### src/rtl/div_pkg.sv
// Shared definitions for the sequential signed divider.
//   state_t  : controller states (IDLE, CALC, FIX)
//   MAX_W    : widest operand the magnitude helper supports
//   mag()    : two's-complement magnitude of a sign-extended operand
//   min_val()/max_val() : most negative / most positive value of a width
package div_pkg;

  typedef enum logic [1:0] {
    IDLE = 2'd0,
    CALC = 2'd1,
    FIX  = 2'd2
  } state_t;

  localparam int MAX_W = 64;

  // Callers sign-extend their operand to MAX_W bits and truncate the result
  // back to their own width. The extra top bit keeps |MIN| representable.
  function automatic logic [MAX_W:0] mag(input logic [MAX_W-1:0] value);
    logic [MAX_W:0] ext;
    ext = {value[MAX_W-1], value};
    return ext[MAX_W] ? -ext : ext;
  endfunction

  function automatic logic [MAX_W-1:0] min_val(input int unsigned width);
    return MAX_W'(1) << (width - 1);
  endfunction

  function automatic logic [MAX_W-1:0] max_val(input int unsigned width);
    return (MAX_W'(1) << (width - 1)) - MAX_W'(1);
  endfunction

endpackage

### src/rtl/seq_signed_divider_div_step.sv
// One radix-2 restoring division iteration, purely combinational.
//   rem         : partial remainder entering the step
//   quo         : shift register (dividend bits out at the top, quotient
//                 bits in at the bottom)
//   divisor_mag : divisor magnitude
//   rem_next    : partial remainder after the step
//   quo_next    : shift register after the step
module div_step
  import div_pkg::*;
#(
  parameter int WIDTH = 8
) (
  input  logic [WIDTH-1:0] rem,
  input  logic [WIDTH-1:0] quo,
  input  logic [WIDTH:0]   divisor_mag,
  output logic [WIDTH-1:0] rem_next,
  output logic [WIDTH-1:0] quo_next
);

  logic [WIDTH:0] shifted;
  logic           fits;

  // NOTE: every always_comb output is assigned on every path, so no latch
  // can be inferred.
  always_comb begin
    shifted  = {rem, quo[WIDTH-1]};
    fits     = (shifted >= divisor_mag);
    // After a subtraction the remainder is below the divisor magnitude, so
    // it always fits back into WIDTH bits.
    rem_next = fits ? WIDTH'(shifted - divisor_mag) : shifted[WIDTH-1:0];
    quo_next = {quo[WIDTH-2:0], fits};
  end

endmodule

### src/rtl/seq_signed_divider.sv
// Multi-cycle signed integer divider: one quotient bit per clock.
// Ports:
//   clk, rst (synchronous, active-high)
//   start / dividend / divisor : request, operands sampled on accept
//   busy        : operation in progress
//   done        : one-cycle pulse, results valid
//   quotient    : truncated toward zero
//   remainder   : sign follows the dividend
//   div_by_zero : last result had divisor == 0
//   overflow    : last result was MIN / -1 (quotient saturated to MAX)
// Build option: SEQ_DIV_FAST_PATH_EN lets divisor 0/+1/-1 and dividend 0
// skip the iterations and finish one edge after accept.
module seq_signed_divider
  import div_pkg::*;
#(
  parameter  int WIDTH = 8,
  localparam int CNT_W = $clog2(WIDTH + 1)
) (
  input  logic             clk,
  input  logic             rst,
  input  logic             start,
  input  logic [WIDTH-1:0] dividend,
  input  logic [WIDTH-1:0] divisor,
  output logic             busy,
  output logic             done,
  output logic [WIDTH-1:0] quotient,
  output logic [WIDTH-1:0] remainder,
  output logic             div_by_zero,
  output logic             overflow
);

  localparam logic [WIDTH-1:0] MIN_VAL  = WIDTH'(min_val(WIDTH));
  localparam logic [WIDTH-1:0] MAX_VAL  = WIDTH'(max_val(WIDTH));
  localparam logic [CNT_W-1:0] LAST_CNT = CNT_W'(WIDTH - 1);

  state_t           state, state_next;
  logic [CNT_W-1:0] count;
  logic [WIDTH-1:0] rem, quo, rem_next, quo_next;
  logic [WIDTH:0]   d_mag;
  logic             sign_a, sign_b, dz_pend, ov_pend;
  logic             accept, calc_en, fix_en;

  // |MIN| = 2^(WIDTH-1) still fits in WIDTH unsigned bits, which is all the
  // dividend shift register needs.
  logic [WIDTH-1:0] a_mag_in;
  logic [WIDTH:0]   d_mag_in;
  assign a_mag_in = WIDTH'(mag(MAX_W'($signed(dividend))));
  assign d_mag_in = (WIDTH + 1)'(mag(MAX_W'($signed(divisor))));
  assign accept   = start && (state == IDLE);

`ifdef SEQ_DIV_FAST_PATH_EN
  // The shift register already holds |dividend| and rem starts at zero, so
  // FIX produces the right answer for these cases without iterating.
  logic special;
  assign special = (d_mag_in == '0) || (d_mag_in == (WIDTH + 1)'(1)) ||
                   (dividend == '0);
`endif

  // NOTE: sequential state uses non-blocking assignments so every register
  // samples pre-edge values regardless of process order.
  always_ff @(posedge clk) begin
    if (rst) state <= IDLE;
    else     state <= state_next;
  end

  always_comb begin
    state_next = state;
    unique case (state)
      IDLE: begin
        if (start) begin
`ifdef SEQ_DIV_FAST_PATH_EN
          state_next = special ? FIX : CALC;
`else
          state_next = CALC;
`endif
        end
      end
      CALC:    if (count == LAST_CNT) state_next = FIX;
      FIX:     state_next = IDLE;
      default: state_next = IDLE;
    endcase
  end

  always_comb begin
    busy    = (state != IDLE);
    calc_en = (state == CALC);
    fix_en  = (state == FIX);
  end

  div_step #(.WIDTH(WIDTH)) u_step (
    .rem        (rem),
    .quo        (quo),
    .divisor_mag(d_mag),
    .rem_next   (rem_next),
    .quo_next   (quo_next)
  );

  // NOTE: every register, internal ones included, is cleared by reset so an
  // aborted operation leaves nothing behind.
  always_ff @(posedge clk) begin
    if (rst) begin
      count       <= '0;
      rem         <= '0;
      quo         <= '0;
      d_mag       <= '0;
      sign_a      <= 1'b0;
      sign_b      <= 1'b0;
      dz_pend     <= 1'b0;
      ov_pend     <= 1'b0;
      done        <= 1'b0;
      quotient    <= '0;
      remainder   <= '0;
      div_by_zero <= 1'b0;
      overflow    <= 1'b0;
    end else begin
      done <= 1'b0;
      if (accept) begin
        count   <= '0;
        rem     <= '0;
        quo     <= a_mag_in;
        d_mag   <= d_mag_in;
        sign_a  <= dividend[WIDTH-1];
        sign_b  <= divisor[WIDTH-1];
        dz_pend <= (divisor == '0);
        ov_pend <= (dividend == MIN_VAL) && (divisor == '1);
      end
      if (calc_en) begin
        rem   <= rem_next;
        quo   <= quo_next;
        count <= count + CNT_W'(1);
      end
      if (fix_en) begin
        done        <= 1'b1;
        div_by_zero <= dz_pend;
        overflow    <= ov_pend;
        // A zero divisor leaves an all-ones quotient behind and MIN/-1 would
        // wrap, so both are overridden here.
        if (dz_pend) begin
          quotient  <= '0;
          remainder <= '0;
        end else if (ov_pend) begin
          quotient  <= MAX_VAL;
          remainder <= '0;
        end else begin
          quotient  <= (sign_a ^ sign_b) ? -quo : quo;
          remainder <= sign_a ? -rem : rem;
        end
      end
    end
  end

endmodule
### config.mk
export PLATFORM = sky130hd
export DESIGN_NAME = seq_signed_divider
export DESIGN_NICKNAME = d
export VERILOG_FILES = /design/src/rtl/div_pkg.sv /design/src/rtl/seq_signed_divider_div_step.sv /design/src/rtl/seq_signed_divider.sv
export SDC_FILE = /design/constraint.sdc
export NUM_CORES = 1
export LEC_CHECK = 0
export ABC_AREA = 1
export CORE_UTILIZATION = 56
export DETAILED_ROUTE_END_ITERATION = 7
export GPL_ROUTABILITY_DRIVEN = 0
export GPL_TIMING_DRIVEN = 0
export PLACE_DENSITY = 0.78
export SYNTH_ARGS = -nofsm -noshare
export SYNTH_HDL_FRONTEND = slang
export SYNTH_SLANG_ARGS = --single-unit
### constraint.sdc
create_clock -name clk -period 2.1 [get_ports clk]
set_input_delay 0.42 -clock clk [delete_from_list [all_inputs] [get_ports clk]]
set_output_delay 0.42 -clock clk [all_outputs]
set_load 0.005 [all_outputs]
==> results.json <==
{
  "wl_met2_um": 3565,
  "fp.dieW_um": 78.09,
  "p_leak_nw": 1.649,
  "place_inst": 573,
  "holdWs_ns": 0.4063,
  "drt_iter0_drc": 162,
  "synthToLayoutAreaGrowth_pct": 17.52,
  "synth_seq_area_share_pct": 33.35,
  "hold_depth": 2,
  "wl_met1_um": 3572,
  "fmax_mhz": 535.3,
  "drc": 0,
  "antenna_found_initial": 0,
  "crit_fanout": 3,
  "numCtsBuffers": 5,
  "min_to": "dz_pend",
  "highest_layer": "met4",
  "grt_max_degree": 19,
  "p_total_mw": 3.886,
  "insertion_delay_ns": 0.31,
  "numPortBuffers": 36,
  "p_per_area_nw_per_um2": 1020,
  "netlist_area_sq_um": 3242,
  "cts-root-buf": "clkbuf_8",
  "cap_violations": 0,
  "vdd_drop_max_mv": 0.6106,
  "reg2reg_to": "rem[6]",
  "rr_startpoint": "quo[7]",
  "dr.pass1.iters": 5,
  "synth_top_area_share_pct": 33.35,
  "worstRegToRegCells": 13,
  "clk_pin_slew_ns": 0.10,
  "syn-mean-instance-area_sq_um": 6.972,
  "grt_pass1_wl_um": 13020,
  "ys_ff_latch": 54,
  "hpwl_um": 5908,
  "cts_buffer_depth": 2,
  "rows": 27,
  "nFillCells": 511,
  "min_from": "divisor[7]",
  "reg2reg_slack_ns": 0.23,
  "relSlewSlack_pct": 63.04,
  "critical_path_required_ns": 2.34,
  "grt_overflow": 0,
  "multiInputGateArea_sq_um": 1823,
  "cts_setup_buffers": 0,
  "start_util_pct": 58.51,
  "fin_setup_tns_ns": 0,
  "yosys_warnings": 0,
  "min_period_over_period_pct": 88.96,
  "die_h_um": 78.09,
  "synth_top_area_cell": "dfxtp_1",
  "startpoint_type": "register",
  "rsz0062_at_grt": "false",
  "finalHoldViolCount": 0,
  "end_kind": "register",
  "cts_sinks": 54,
  "core_area_sq_um": 5540,
  "clock_skew_ns": 0.003942,
  "fin_nets": 543,
  "syn_nets": 500,
  "cts-hold-fix-buffers": 0,
  "path_class": "register to register",
  "route.vias.total": 3193,
  "setup_viol": 0,
  "wl_per_cell_um": 13.11,
  "register_area_sq_um": 1081,
  "dieArea_sq_um": 6097,
  "yosys-top-cells-area": "dfxtp_1 33%, nand2_1 13%, nand3_1 7.6%, inv_1 6.9%, a21oi_1 6.8%",
  "via_per_inst": 5.496,
  "status": "completed",
  "hold_class": "input pin to register",
  "worstPathArrival_ns": 2.11,
  "htree_levels": 2,
  "post-route-util_pct": 68.77,
  "wirelength_um": 7617,
  "met3_length_um": 365,
  "cts_resized": 0,
  "synth_cells": 465,
  "drive_gt1_share_pct": 8.448,
  "final.min_clock_period_ns": 1.868,
  "maxSlewViolCount": 0,
  "track_usage_pct": 26.85,
  "grt_pass1_vias": 2978,
  "diodes": 0,
  "postRouteAntennaNets": 0,
  "boundaryPins": 39,
  "worst_slew_pin_slew_ns": 0.5544,
  "cts_tree": "built",
  "synth_cell_type_count": 41,
  "layout.cells.non_filler": 581
}
stage by stage:
stage | setup WS [ns] | instance area [sq um]
after global routing | 0.03107 | 3810
final | 0.2319 | 3810
after floorplan | 0.5011 | 3242
after global placement | 0.06480 | 3692
after detailed placement | 0.02476 | 3692
after CTS | 0.2491 | 3810
placed cells by master, fill, tap and decap left out, drive strengths merged:
master | netlist | layout
ha | 15 | 15
bufinv | 0 | 1
a31oi | 5 | 5
nand3 | 52 | 52
xor2 | 8 | 8
nand2 | 118 | 118
nor3 | 5 | 5
a21oi | 45 | 45
a22oi | 4 | 4
o211ai | 5 | 5
dfxtp | 54 | 54
xnor2 | 3 | 3
clkinvlp | 0 | 1
fa | 1 | 1
buf | 13 | 13
a21o | 1 | 1
o221ai | 1 | 1
a211oi | 1 | 1
o21ai | 23 | 23
o31ai | 1 | 1
clkbuf | 3 | 8
o41ai | 1 | 1
o22ai | 4 | 4
clkdlybuf4s50 | 0 | 36
inv | 64 | 65
o21bai | 1 | 1
nand3b | 3 | 3
nand4 | 7 | 7
nor2 | 26 | 26
or2 | 1 | 1
area by class of cell:
type                    instances  area share, %
flip-flops and latches         54          28.37
clock inverters                 3          1.281
clock buffers                   5          1.806
inverters                      64          6.305
plain buffers                  16          2.562
repair buffers                 36          9.458
multi-input cells             331          47.85
well taps                      72          2.365
worst max-delay path, stage by stage, from the launching register on:
cell and delay (ns):
dfxtp_1 0.35, inv_1 0.12, ha_1 0.15, inv_1 0.07, fa_1 0.41, nand2_1 0.09
nand3_1 0.09, nand3_1 0.10, nand2_1 0.06, nand2_1 0.06, nand2_1 0.05, nand2_1 0.07
nand3_1 0.07, a21oi_1 0.12
per-layer routing:
layer,global-route usage [%],up-vias
li1,-,1620
met1,35.43,1468
met2,44.56,93
met3,4.070,12
met4,9.444,0
met5,0,-
state kept, by name, summed over array words and instances, names as in the netlist:
register and cells:
count 4, d_mag 9, div_by_zero 1, done 1, dz_pend 1, ov_pend 1, overflow 1, quo 8
quotient 8, rem 8, remainder 8, sign_a 1, sign_b 1, state 2
power breakdown:
part           internal, mW  leakage, nW  switching [mW]  total [mW]
Sequential             1.12        0.440           0.109        1.23
Clock                 0.364       0.0563           0.369       0.733
Combinational         0.718         1.15            1.21        1.92
cells in the mapped netlist:
cell type	count
o221ai_1	1
nor2_8	1
or2_2	1
buf_2	6
o211ai_1	5
nand3_2	3
nand4_1	7
o22ai_1	4
buf_1	2
a31oi_1	5
xnor2_1	2
inv_1	60
clkbuf_1	3
xnor2_2	1
nor2_2	2
o21ai_1	3
nor3_1	4
dfxtp_1	54
o31ai_1	1
nor2_1	21
nand2_2	5
o21bai_1	1
ha_1	15
nor3_4	1
o41ai_2	1
nand2_4	2
o21ai_0	20
nand3b_1	3
a21o_1	1
fa_1	1
buf_6	3
a21oi_2	1
a21oi_1	44
nand2_1	111
a211oi_1	1
xor2_1	8
nand3_1	49
nor2_4	2
buf_4	2
inv_2	4
a22oi_1	4
worst max-delay path by stage:
stage / slack (ns) / end / start
final: 0.23 / rem[6] / quo[7]
after global routing: 0.03 / rem[6] / quo[7]
after CTS: 0.25 / rem[6] / quo[7]
after detailed placement: 0.02 / remainder[7] / rst
after global placement: 0.06 / rem[1] / rst
after floorplan: 0.50 / rem[4] / quo[7]
cell families after synthesis:
group	Yosys count	synth area share, %
compound gates	92	16.13
xor+xnor	11	3.204
fa+ha+maj	16	6.407
buf+inv	80	10.42
flops	54	33.35
simple gates	212	30.49
Note: power is estimated with default switching activity, not from simulation.
